--- src/rtl/cordic_exp_sched_if.sv ---
// Requester-side bundle of the exp() scheduler: operand handshake plus
// the per-requester result strobe.
interface cordic_exp_sched_if #(
  parameter int DATA_WIDTH = 32,
  parameter int NUM_REQ    = 4
);
  logic [NUM_REQ-1:0]            req_valid;
  logic [NUM_REQ*DATA_WIDTH-1:0] req_data;
  logic [NUM_REQ-1:0]            req_ready;
  logic [NUM_REQ-1:0]            rsp_valid;
  logic [DATA_WIDTH-1:0]         rsp_data;

  modport master (
    output req_valid, req_data,
    input  req_ready, rsp_valid, rsp_data
  );

  modport slave (
    input  req_valid, req_data,
    output req_ready, rsp_valid, rsp_data
  );
endinterface

--- src/rtl/cordic_exp_sched.sv ---
// Round-robin scheduler sharing one fixed-latency exp() core among several
// requesters; a tag pipe running beside the core routes each result home.
module cordic_exp_sched #(
  parameter int DATA_WIDTH   = 32,
  parameter int NUM_REQ      = 4,
  parameter int REQ_W        = 2,
  parameter int PIPE_LATENCY = 13,
  parameter int WARMUP       = 16
) (
  input  logic                         sys_clk,
  input  logic                         sys_rst,
  input  logic                         cfg_enable,
  cordic_exp_sched_if.slave            req,
  output logic signed [DATA_WIDTH-1:0] core_x,
  input  logic signed [DATA_WIDTH-1:0] core_rho,
  output logic                         busy,
  output logic [1:0]                   state_o,
  output logic [31:0]                  issue_cnt
);

  localparam int CNT_W  = $clog2(PIPE_LATENCY + 2) + 1;
  localparam int WARM_W = $clog2(WARMUP + 1);

  typedef enum logic [1:0] {
    ST_WARM  = 2'd0,
    ST_RUN   = 2'd1,
    ST_DRAIN = 2'd2,
    ST_HALT  = 2'd3
  } state_t;

  function automatic logic [NUM_REQ-1:0] onehot(input logic [REQ_W-1:0] id);
    logic [NUM_REQ-1:0] v;
    v     = '0;
    v[id] = 1'b1;
    return v;
  endfunction

  function automatic logic [REQ_W-1:0] next_ptr(input logic [REQ_W-1:0] id);
    return (id == REQ_W'(NUM_REQ - 1)) ? '0 : id + 1'b1;
  endfunction

  state_t                        state_q, state_d;
  logic [WARM_W-1:0]             warm_cnt_q;
  logic [REQ_W-1:0]              rr_ptr_q;
  logic [CNT_W-1:0]              inflight_q;
  logic [31:0]                   issue_cnt_q;

  logic                          grant_hit;
  logic [REQ_W-1:0]              grant_id;
  logic [REQ_W-1:0]              scan_idx;
  logic [NUM_REQ-1:0]            grant;

  logic signed [DATA_WIDTH-1:0]  core_x_p0;
  logic                          tag_vld_p [0:PIPE_LATENCY];
  logic [REQ_W-1:0]              tag_id_p  [0:PIPE_LATENCY];
  logic [NUM_REQ-1:0]            rsp_vld_p2;
  logic signed [DATA_WIDTH-1:0]  rsp_data_p2;

  // Round-robin search starting at rr_ptr; only RUN with enable high may grant.
  always_comb begin
    grant_hit = 1'b0;
    grant_id  = '0;
    scan_idx  = '0;
    if (state_q == ST_RUN && cfg_enable) begin
      for (int k = 0; k < NUM_REQ; k++) begin
        scan_idx = REQ_W'((int'(rr_ptr_q) + k) % NUM_REQ);
        if (!grant_hit && req.req_valid[scan_idx]) begin
          grant_hit = 1'b1;
          grant_id  = scan_idx;
        end
      end
    end
    grant = grant_hit ? onehot(grant_id) : '0;
  end

  always_comb begin
    state_d = state_q;
    case (state_q)
      ST_WARM:  if (warm_cnt_q == WARM_W'(WARMUP - 1))
                  state_d = cfg_enable ? ST_RUN : ST_HALT;
      ST_RUN:   if (!cfg_enable) state_d = ST_DRAIN;
      ST_DRAIN: if (inflight_q == '0) state_d = ST_HALT;
      ST_HALT:  if (cfg_enable) state_d = ST_RUN;
      default:  state_d = ST_WARM;
    endcase
  end

  always_ff @(posedge sys_clk) begin
    if (sys_rst) begin
      state_q     <= ST_WARM;
      warm_cnt_q  <= '0;
      rr_ptr_q    <= '0;
      inflight_q  <= '0;
      issue_cnt_q <= '0;
    end else begin
      state_q <= state_d;
      if (state_q == ST_WARM) warm_cnt_q <= warm_cnt_q + 1'b1;
      if (grant_hit) begin
        rr_ptr_q    <= next_ptr(grant_id);
        issue_cnt_q <= issue_cnt_q + 32'd1;
      end
      case ({grant_hit, tag_vld_p[PIPE_LATENCY]})
        2'b10:   inflight_q <= inflight_q + 1'b1;
        2'b01:   inflight_q <= inflight_q - 1'b1;
        default: inflight_q <= inflight_q;
      endcase
    end
  end

  // p0: operand to the core, tag enters the shift register alongside it
  always_ff @(posedge sys_clk) begin
    if (sys_rst) begin
      core_x_p0 <= '0;
      for (int s = 0; s <= PIPE_LATENCY; s++) begin
        tag_vld_p[s] <= 1'b0;
        tag_id_p[s]  <= '0;
      end
    end else begin
      if (grant_hit) core_x_p0 <= req.req_data[int'(grant_id)*DATA_WIDTH +: DATA_WIDTH];
      tag_vld_p[0] <= grant_hit;
      tag_id_p[0]  <= grant_id;
      for (int s = 1; s <= PIPE_LATENCY; s++) begin
        tag_vld_p[s] <= tag_vld_p[s-1];
        tag_id_p[s]  <= tag_id_p[s-1];
      end
    end
  end

  // p2: last tap lines up with core_rho; capture and strobe the owner
  always_ff @(posedge sys_clk) begin
    if (sys_rst) begin
      rsp_vld_p2  <= '0;
      rsp_data_p2 <= '0;
    end else begin
      rsp_vld_p2 <= tag_vld_p[PIPE_LATENCY] ? onehot(tag_id_p[PIPE_LATENCY]) : '0;
      if (tag_vld_p[PIPE_LATENCY]) rsp_data_p2 <= core_rho;
    end
  end

  assign req.req_ready = grant;
  assign req.rsp_valid = rsp_vld_p2;
  assign req.rsp_data  = rsp_data_p2;
  assign core_x        = core_x_p0;
  assign busy          = (inflight_q != '0);
  assign state_o       = state_q;
  assign issue_cnt     = issue_cnt_q;

endmodule

--- src/flat_wrapper.sv ---
// flat-port wrapper written by rule: the top's interface ports become plain ports
module cordic_exp_sched_flat 
#(
  parameter int DATA_WIDTH   = 32,
  parameter int NUM_REQ      = 4,
  parameter int REQ_W        = 2,
  parameter int PIPE_LATENCY = 13,
  parameter int WARMUP       = 16
)
  (sys_clk, sys_rst, cfg_enable, core_x, core_rho, busy, state_o, issue_cnt, req_req_valid, req_req_data, req_req_ready, req_rsp_valid, req_rsp_data);
  cordic_exp_sched_if #(.DATA_WIDTH(DATA_WIDTH), .NUM_REQ(NUM_REQ)) req_i ();
  input  logic sys_clk;
  input  logic sys_rst;
  input  logic cfg_enable;
  output logic signed [DATA_WIDTH-1:0] core_x;
  input  logic signed [DATA_WIDTH-1:0] core_rho;
  output logic busy;
  output logic [1:0] state_o;
  output logic [31:0] issue_cnt;
  input wire logic [$bits(req_i.req_valid)-1:0] req_req_valid;
  input wire logic [$bits(req_i.req_data)-1:0] req_req_data;
  output wire logic [$bits(req_i.req_ready)-1:0] req_req_ready;
  output wire logic [$bits(req_i.rsp_valid)-1:0] req_rsp_valid;
  output wire logic [$bits(req_i.rsp_data)-1:0] req_rsp_data;
  assign req_i.req_valid = req_req_valid;
  assign req_i.req_data = req_req_data;
  assign req_req_ready = req_i.req_ready;
  assign req_rsp_valid = req_i.rsp_valid;
  assign req_rsp_data = req_i.rsp_data;
  cordic_exp_sched #(.DATA_WIDTH(DATA_WIDTH), .NUM_REQ(NUM_REQ), .REQ_W(REQ_W), .PIPE_LATENCY(PIPE_LATENCY), .WARMUP(WARMUP)) u_core (.sys_clk(sys_clk), .sys_rst(sys_rst), .cfg_enable(cfg_enable), .req(req_i), .core_x(core_x), .core_rho(core_rho), .busy(busy), .state_o(state_o), .issue_cnt(issue_cnt));
endmodule
--- config.mk ---
export PLATFORM = sky130hd
export DESIGN_NAME = cordic_exp_sched_flat
export DESIGN_NICKNAME = d
export VERILOG_FILES = /design/src/rtl/cordic_exp_sched_if.sv /design/src/rtl/cordic_exp_sched.sv /design/src/flat_wrapper.sv
export SDC_FILE = /design/constraint.sdc
export NUM_CORES = 1
export LEC_CHECK = 0
export BUFFER_PORTS_ARGS = -buffer_cell sky130_fd_sc_hd__buf_2
export CAP_MARGIN = 20
export CORE_MARGIN = 2
export CORE_UTILIZATION = 51
export DETAILED_ROUTE_END_ITERATION = 6
export PLACE_DENSITY = 0.81
export SLEW_MARGIN = 20
export SYNTH_ARGS = -nofsm -noshare
export SYNTH_HDL_FRONTEND = slang
export SYNTH_SLANG_ARGS = --single-unit
--- constraint.sdc ---
create_clock -name sys_clk -period 3.6 [get_ports sys_clk]
set_clock_uncertainty 0.2 [all_clocks]
set_input_delay 0.54 -clock sys_clk [delete_from_list [all_inputs] [get_ports sys_clk]]
set_output_delay 0.54 -clock sys_clk [all_outputs]
set_load 0.01 [all_outputs]
# Word-level counts from Yosys, hierarchy flattened

Memories as Yosys holds them, arrays and structs flattened.
Cells that the tools add are included.

Register bits after elaboration: 114
Bits in writable memories: 42
Input bits: 167
Output and inout bits: 107
Logic and storage cells: 147
Memories: 2

Memory list:

| memory           | words | width | read ports | clocked after memory_dff | wr ports | RTL line               | text |
|---|---|---|---|---|---|---|---|
| u_core.tag_id_p  | 14    | 2     | 14         | 0                        | 14       | cordic_exp_sched.sv:55 | `logic [REQ_W-1:0] tag_id_p [0:PIPE_LATENCY];` |
| u_core.tag_vld_p | 14    | 1     | 14         | 0                        | 14       | cordic_exp_sched.sv:54 | `logic tag_vld_p [0:PIPE_LATENCY];` |

$add $sub $neg: 8
$lt $le $gt $ge: 8
Equality and inequality tests: 11
Shift operators: 1
Multiplexer cells: 65
Bitwise logic cells: 29
Reduce and logical (&&, ||, !) cells: 15

Operators by type and width:

| kind                                                                                 | number |
|---|---|
| 128-bit by 8-bit variable part select with 32-bit output                             | 1 |
| 2-bit 2-to-1 mux                                                                     | 25 |
| 32-bit by 1-bit adder with 32-bit output (second input constant)                     | 1 |
| 1-bit 2-to-1 mux                                                                     | 31 |
| 1-bit OR                                                                             | 28 |
| 2-bit by 3-bit less-than comparator with 1-bit output (second input constant)        | 6 |
| 5-bit by 1-bit adder with 5-bit output (second input constant)                       | 2 |
| 5-bit one-hot mux with 2 select lines                                                | 1 |
| 1-bit binary-select mux with 2-bit select                                            | 4 |
| 2-bit == test (second input constant)                                                | 4 |
| 2-bit one-hot mux with 4 select lines                                                | 1 |
| 1-bit logical AND                                                                    | 6 |
| 5-bit by 4-bit == test with 1-bit output (second input constant)                     | 1 |
| 5-bit logical NOT                                                                    | 1 |
| 5-bit nonzero test                                                                   | 1 |
| 5-bit by 1-bit subtractor with 5-bit output (second input constant)                  | 1 |
| 2-bit by 1-bit adder with 2-bit output (second input constant)                       | 2 |
| 2-bit adder (second input constant)                                                  | 2 |
| 1-bit demux with 2-bit select                                                        | 2 |
| 2-bit by 1-bit == test with 1-bit output (second input constant)                     | 2 |
| 2-bit by 1-bit greater-or-equal comparator with 1-bit output (second input constant) | 2 |
| 4-bit 2-to-1 mux                                                                     | 1 |
| 2-bit by 1-bit != test with 1-bit output (second input constant)                     | 2 |
| 2-bit != test (second input constant)                                                | 2 |
| other kinds (6)                                                                      | 8 |

# Depth between registers and ports, before layout

Depth after elaboration: 21
Depth in mapped cells: 14
Mapped depth without buffers: 13

# Worst setup path before layout

OpenSTA, ideal clock, no wires.

Kind: input -> register
Start point: input port req_req_valid[0]
End point: register u_core.inflight_q[4]
Library setup time: 71 ps
Data arrival time: 3,008 ps
Slack: 322 ps
Cell stages on the path: 13
Cells stage by stage: clkbuf_1 nor4_1 nor2_1 inv_1 ha_1 clkbuf_1 xor2_1 ha_1 a21oi_1 a311o_1 a31oi_1 or3_1 a21oi_1

Cells in the longest elaborated chain, start to end: 18
Elaborated cells between the ends (all ways): 26

RTL lines:

| element                                                                            | RTL line                | text |
|---|---|---|
| start: declaration                                                                 | flat_wrapper.sv:20      | `input wire logic [$bits(req_i.req_valid)-1:0] req_req_valid;` |
| 1-bit binary-select mux with 2-bit select                                          | cordic_exp_sched.sv:67  | `if (!grant_hit && req.req_valid[scan_idx]) begin` |
| 1-bit 2-to-1 mux (implied by the code)                                             | cordic_exp_sched.sv:67  |  |
| 1-bit 2-to-1 mux                                                                   | cordic_exp_sched.sv:67  |  |
| 1-bit 2-to-1 mux                                                                   | cordic_exp_sched.sv:64  | `if (state_q == ST_RUN && cfg_enable) begin` |
| 1-bit logical NOT                                                                  | cordic_exp_sched.sv:67  |  |
| 1-bit logical AND                                                                  | cordic_exp_sched.sv:67  |  |
| 1-bit 2-to-1 mux                                                                   | cordic_exp_sched.sv:67  |  |
| 1-bit 2-to-1 mux                                                                   | cordic_exp_sched.sv:64  |  |
| [... 2 more ...]                                                                   | n/a                     |  |
| 1-bit 2-to-1 mux                                                                   | cordic_exp_sched.sv:67  |  |
| 1-bit 2-to-1 mux                                                                   | cordic_exp_sched.sv:64  |  |
| 1-bit logical NOT                                                                  | cordic_exp_sched.sv:67  |  |
| 1-bit logical AND                                                                  | cordic_exp_sched.sv:67  |  |
| 1-bit 2-to-1 mux *                                                                 | cordic_exp_sched.sv:67  |  |
| 1-bit 2-to-1 mux *                                                                 | cordic_exp_sched.sv:64  |  |
| 2-bit by 1-bit == test with 1-bit output / 2-bit == test (equally long branches)   | cordic_exp_sched.sv:102 | `case ({grant_hit, tag_vld_p[PIPE_LATENCY]})` |
| 5-bit one-hot mux with 2 select lines / 2-bit nonzero test (equally long branches) | n/a                     |  |
| end signal: assignment                                                             | cordic_exp_sched.sv:103 | `2'b10: inflight_q <= inflight_q + 1'b1;` |
| end signal: assignment                                                             | cordic_exp_sched.sv:104 | `2'b01: inflight_q <= inflight_q - 1'b1;` |
| end signal: assignment                                                             | cordic_exp_sched.sv:105 | `default: inflight_q <= inflight_q;` |
| end: declaration                                                                   | cordic_exp_sched.sv:45  | `logic [CNT_W-1:0] inflight_q;` |

Mark *: on every way between the ends. The rest lies on a longest branch, timed or not. The select of a mux whose other input is x is not followed.
A chain may end at the register's enable or synchronous reset.

# Worst setup path in the final report

Start point: register u_core.rr_ptr_q[0]
End point: output port req_req_ready[2]

Cells in the longest elaborated chain, start to end: 21
Elaborated cells between the ends (all ways): 36

RTL lines:

| element                                                                                                                                                            | RTL line               | text |
|---|---|---|
| start: declaration                                                                                                                                                 | cordic_exp_sched.sv:44 | `logic [REQ_W-1:0] rr_ptr_q;` |
| start signal: assignment                                                                                                                                           | cordic_exp_sched.sv:99 | `rr_ptr_q <= next_ptr(grant_id);` |
| 1-bit binary-select mux with 2-bit select                                                                                                                          | cordic_exp_sched.sv:67 |  |
| 1-bit 2-to-1 mux (implied by the code)                                                                                                                             | cordic_exp_sched.sv:67 |  |
| 1-bit 2-to-1 mux                                                                                                                                                   | cordic_exp_sched.sv:67 |  |
| 1-bit 2-to-1 mux                                                                                                                                                   | cordic_exp_sched.sv:64 |  |
| 1-bit logical NOT                                                                                                                                                  | cordic_exp_sched.sv:67 |  |
| 1-bit logical AND                                                                                                                                                  | cordic_exp_sched.sv:67 |  |
| 1-bit 2-to-1 mux                                                                                                                                                   | cordic_exp_sched.sv:67 |  |
| 1-bit 2-to-1 mux                                                                                                                                                   | cordic_exp_sched.sv:64 |  |
| [... 6 more ...]                                                                                                                                                   | n/a                    |  |
| 2-bit 2-to-1 mux *                                                                                                                                                 | cordic_exp_sched.sv:67 |  |
| 2-bit 2-to-1 mux *                                                                                                                                                 | cordic_exp_sched.sv:64 |  |
| via u_core.grant_id[0]                                                                                                                                             | cordic_exp_sched.sv:49 | `logic [REQ_W-1:0] grant_id;` |
| 2-bit by 3-bit less-than comparator with 1-bit output (implied by the code) / 2-bit by 1-bit greater-or-equal comparator with 1-bit output (equally long branches) | cordic_exp_sched.sv:34 | `v[id] = 1'b1;` |
| 1-bit logical AND (implied by the code)                                                                                                                            | cordic_exp_sched.sv:34 |  |
| 1-bit 2-to-1 mux (implied by the code)                                                                                                                             | cordic_exp_sched.sv:34 |  |
| 1-bit demux with 2-bit select *                                                                                                                                    | n/a                    |  |
| 4-bit 2-to-1 mux *                                                                                                                                                 | cordic_exp_sched.sv:73 | `grant = grant_hit ? onehot(grant_id) : '0;` |
| end: declaration                                                                                                                                                   | flat_wrapper.sv:22     | `output wire logic [$bits(req_i.req_ready)-1:0] req_req_ready;` |

The timed path passes the listed nets; every way through them passes the cells marked *. The select of a mux whose other input is x is not followed.

==> impl_metrics.py <==
metrics = {
    "clock_tree": {
        "htreeDepth": 4,
        "postCtsSetupBuffers": 0,
        "root_buffer": "clkbuf_16",
        "cts_tree": "built",
        "postCtsResizedCells": 0,
        "path_clk_slew_ps": 60,
        "cts.sinks": 156,
        "cts_buffers": 17,
        "clk_path_buf_depth": 2,
        "cts_hold_buf": 0,
        "clk_latency_ps": 420,
    },
    "global_routing": {
        "grt_overflow": 0,
        "grt_max_degree": 87,
        "grt_pass1_wl_um": 32350,
        "antenna_found_initial": 1,
        "grt_pass1_vias": 6862,
        "grtUsageTotal": 0.2389,
    },
    "die": {
        "dieArea_um2": 16770,
        "start_util": 0.5244,
        "die_y_um": 129.5,
        "io_pins": 274,
        "num_rows": 45,
        "die_w_um": 129.5,
        "coreArea_um2": 15310,
    },
    "timing": {
        "fmax_ghz": 0.3152,
        "relSlewSlack": 0.5527,
        "final_max_slew_viol_count": 0,
        "post-route-min-period_ps": 3172,
        "tightestPinTransition_ps": 664.8,
        "tns_ps": 0,
        "rsz0062_at_grt": "no",
        "setup_viol": 0,
        "min_period_over_period": 0.8812,
        "finalHoldViolCount": 0,
    },
    "finish": {
        "nFillCells": 1307,
        "drive_gt1_frac": 0.2887,
        "finalNetCount": 1333,
        "antenna_cells": 0,
        "syn_to_final_growth_pct": 25.52,
    },
    "setup_path": {
        "crit_chain": "nand2b_1 -> a21oi_4 -> or3_1 -> nor2_1 -> inv_1 -> ha_1 -> and3_1 -> buf_2",
        "worstPathRequired_ps": 2860,
        "r2r_cells": 13,
        "r2r-end": "u_core.inflight_q[4]",
        "worst_ep_arrival_time_ps": 2430,
        "slowest_stage": "dfxtp_1",
        "crit_path_start_kind": "flip-flop",
        "end_kind": "primary output",
        "r2r-start": "u_core.state_o[1]",
        "critPathBufInv": 2,
        "worstPathMaxFanout": 8,
        "r2r_setup_slack_ps": 680,
        "cp_top_family": "simple AND/OR/NAND/NOR gates",
        "slowest_delay_ps": 500,
        "worst-setup-path-type": "reg -> out",
    },
    "hold_path": {
        "holdPathStages": 3,
        "hp-start": "core_rho[28]",
        "min_to": "u_core.req.rsp_data[28]",
        "hp-class": "in -> reg",
    },
    "drt": {
        "routedWlPerCell_um": 15.06,
        "drc": 0,
        "via_per_inst": 5.563,
        "vias": 7649,
        "ant_nets": 0,
        "drtPass1Iterations": 5,
        "wl_um": 20700,
        "drt-initial-drc-count": 529,
    },
    "placement": {
        "place.gp.congestion": 0.8529,
        "hpwl_um": 14290,
        "io_buffers": 273,
    },
    "logic_synthesis": {
        "synth_cell_type_count": 49,
        "ys_ff_latch": 156,
        "synth_nets": 1115,
        "ys_seq_area_frac": 0.3888,
        "avgSynthCellArea_um2": 8.608,
        "yosys_warnings": 0,
        "synth_area_um2": 8031,
        "netlist_instances": 933,
    },
    "pwr": {
        "p_total_uw": 4437,
        "swShare": 0.2823,
        "p_int_uw": 3185,
        "p_leak_uw": 0.004509,
        "combPwrFrac": 0.178,
        "clockPowerShare": 0.401,
        "seqPwrFrac": 0.421,
        "peakVddDrop_uv": 309.8,
        "p_switching_uw": 1253,
        "power.density_nw_per_um2": 440.2,
    },
    "outcome": {
        "status": "completed",
    },
    "flow_run": {
        "max_cap_violations": 0,
    },
}
-- through the flow --
stage          instance area (µm²)  utilization  setup WS, ps  cells  hold slack [ps]
4_1_cts                      10080       0.6583         396.1   1375            142.6
3_3_place_gp                  9495       0.6200         342.1   1343            216.1
2_1_floorplan                 8031            -         321.6    933            213.8
3_5_place_dp                  9495       0.6200         239.6   1343            226.6
6_report                     10080       0.6583         427.7   1375            155.1
5_1_grt                      10080       0.6583         271.3   1375            153.7
-- layer usage --
| metal | routed length, µm | vias up | track usage |
|---|---|---|---|
| li1 | - | 3805 | - |
| met1 | 8885 | 3532 | 0.2908 |
| met2 | 10090 | 282 | 0.4152 |
| met3 | 1419 | 28 | 0.06069 |
| met4 | 295 | 2 | 0.07590 |
| met5 | 16 | - | 0 |
-- worst max path at each step --
| stage | start | endpoint | slack [ps] | depth (start not counted) |
|---|---|---|---|---|
| CTS | u_core.rr_ptr_q[0] | req_req_ready[2] | 400 | 8 |
| detailed placement | req_req_valid[1] | u_core.inflight_q[4] | 240 | 12 |
| global route | u_core.rr_ptr_q[0] | req_req_ready[2] | 270 | 8 |
| floorplan | req_req_valid[0] | u_core.inflight_q[4] | 320 | 13 |
| finish | u_core.rr_ptr_q[0] | req_req_ready[2] | 430 | 8 |
| global placement | req_req_valid[1] | u_core.inflight_q[4] | 340 | 12 |
-- cell usage in the layout, fill, tap and decap left out, drive strengths merged, types with 11 or more instances in the layout --
| cell type | count |
|---|---|
| a21oi | 24 |
| o21ai | 15 |
| nor4 | 70 |
| nand2 | 54 |
| mux2i | 99 |
| xnor2 | 11 |
| buf | 290 |
| nand3 | 12 |
| nor2b | 107 |
| o211ai | 33 |
| nand4 | 75 |
| nor2 | 68 |
| dfxtp | 156 |
| ha | 15 |
| clkbuf | 21 |
| inv | 21 |
-- worst register-to-register path, cell delays in order, from the launching register on --
cell and delay (ps):
dfxtp_1 330, inv_1 120, ha_1 200, nand2_1 160
nor2_1 180, inv_1 70, ha_1 280, xor2_1 180
ha_1 190, a21oi_1 240, a311o_1 210, a31oi_1 40
or3_1 310, a21oi_1 140
-- power groups by stage --
stage / Clock (µW) / Sequential [µW] / Combinational, µW
after global placement: 0 / 1900 / 767
after global routing: 1890 / 1880 / 879
after detailed placement: 0 / 1900 / 783
after floorplan: 0 / 1920 / 485
after CTS: 1810 / 1870 / 794
final: 1780 / 1870 / 792
-- registers in the layout, summed over array words and instances, names as in the netlist --
| register | cells |
|---|---|
| u_core.rr_ptr_q | 2 |
| u_core.state_o | 2 |
| u_core.tag_id_p | 28 |
| u_core.tag_vld_p | 14 |
| u_core.warm_cnt_q | 5 |
| u_core.core_x | 32 |
| u_core.inflight_q | 5 |
| u_core.req.rsp_valid | 4 |
| u_core.req.rsp_data | 32 |
| u_core.issue_cnt | 32 |
-- final cells by class --
class | count | area, µm² | area share
multi-input combinational | 669 | 4518 | 0.4482
sequential | 156 | 3124 | 0.3099
timing repair buffer | 290 | 1525 | 0.1513
clock buffer | 21 | 450.4 | 0.04468
tap | 211 | 264.0 | 0.02619
clock inverter | 11 | 135.1 | 0.01340
inverter | 17 | 63.81 | 0.006330
-- synthesized netlist by cell type (all sizes together) --
library cell	number	share of area
a221oi	1	0.0011
nor4	70	0.055
nand4b	1	0.0011
o21bai	2	0.0019
or2	1	0.00078
a311o	1	0.0012
nand4	75	0.058
and4b	1	0.0012
or4b	1	0.0012
a211oi	2	0.0019
ha	15	0.023
nand2b	5	0.0039
nor2b	107	0.083
and3b	2	0.0022
a221o	1	0.0012
nor3	8	0.0050
and3	9	0.0072
or4	8	0.0079
nand2	54	0.025
xor2	10	0.011
nand3	12	0.0090
nor4bb	4	0.0050
xnor2	11	0.012
clkbuf	65	0.030
buf	26	0.015
nor2	68	0.032
mux2	2	0.0028
dfxtp	156	0.39
o21ai	15	0.0093
nor4b	1	0.0011
and4	5	0.0058
inv	17	0.0079
a211o	1	0.0011
or3	10	0.0081
o211ai	33	0.031
mux2i	99	0.12
a21oi	24	0.015
a31oi	1	0.00078
o31ai	6	0.0056
nand3b	1	0.00094
and2	2	0.0016
-- logic make-up (layout without fill, tap and decap cells) --
| kind of cell | count (synthesis) | in the layout | share of synthesized area |
|---|---|---|---|
| XOR/XNOR | 21 | 21 | 0.02290 |
| AO/OA/AOI/OAI | 87 | 87 | 0.06995 |
| buffers and inverters | 108 | 339 | 0.05343 |
| adder cells (fa/ha/maj) | 15 | 15 | 0.02337 |
| multiplexers | 101 | 101 | 0.1262 |
| flip-flops | 156 | 156 | 0.3888 |
| AND/OR/NAND/NOR | 445 | 445 | 0.3153 |
Note: power is estimated with default switching activity, not from simulation.
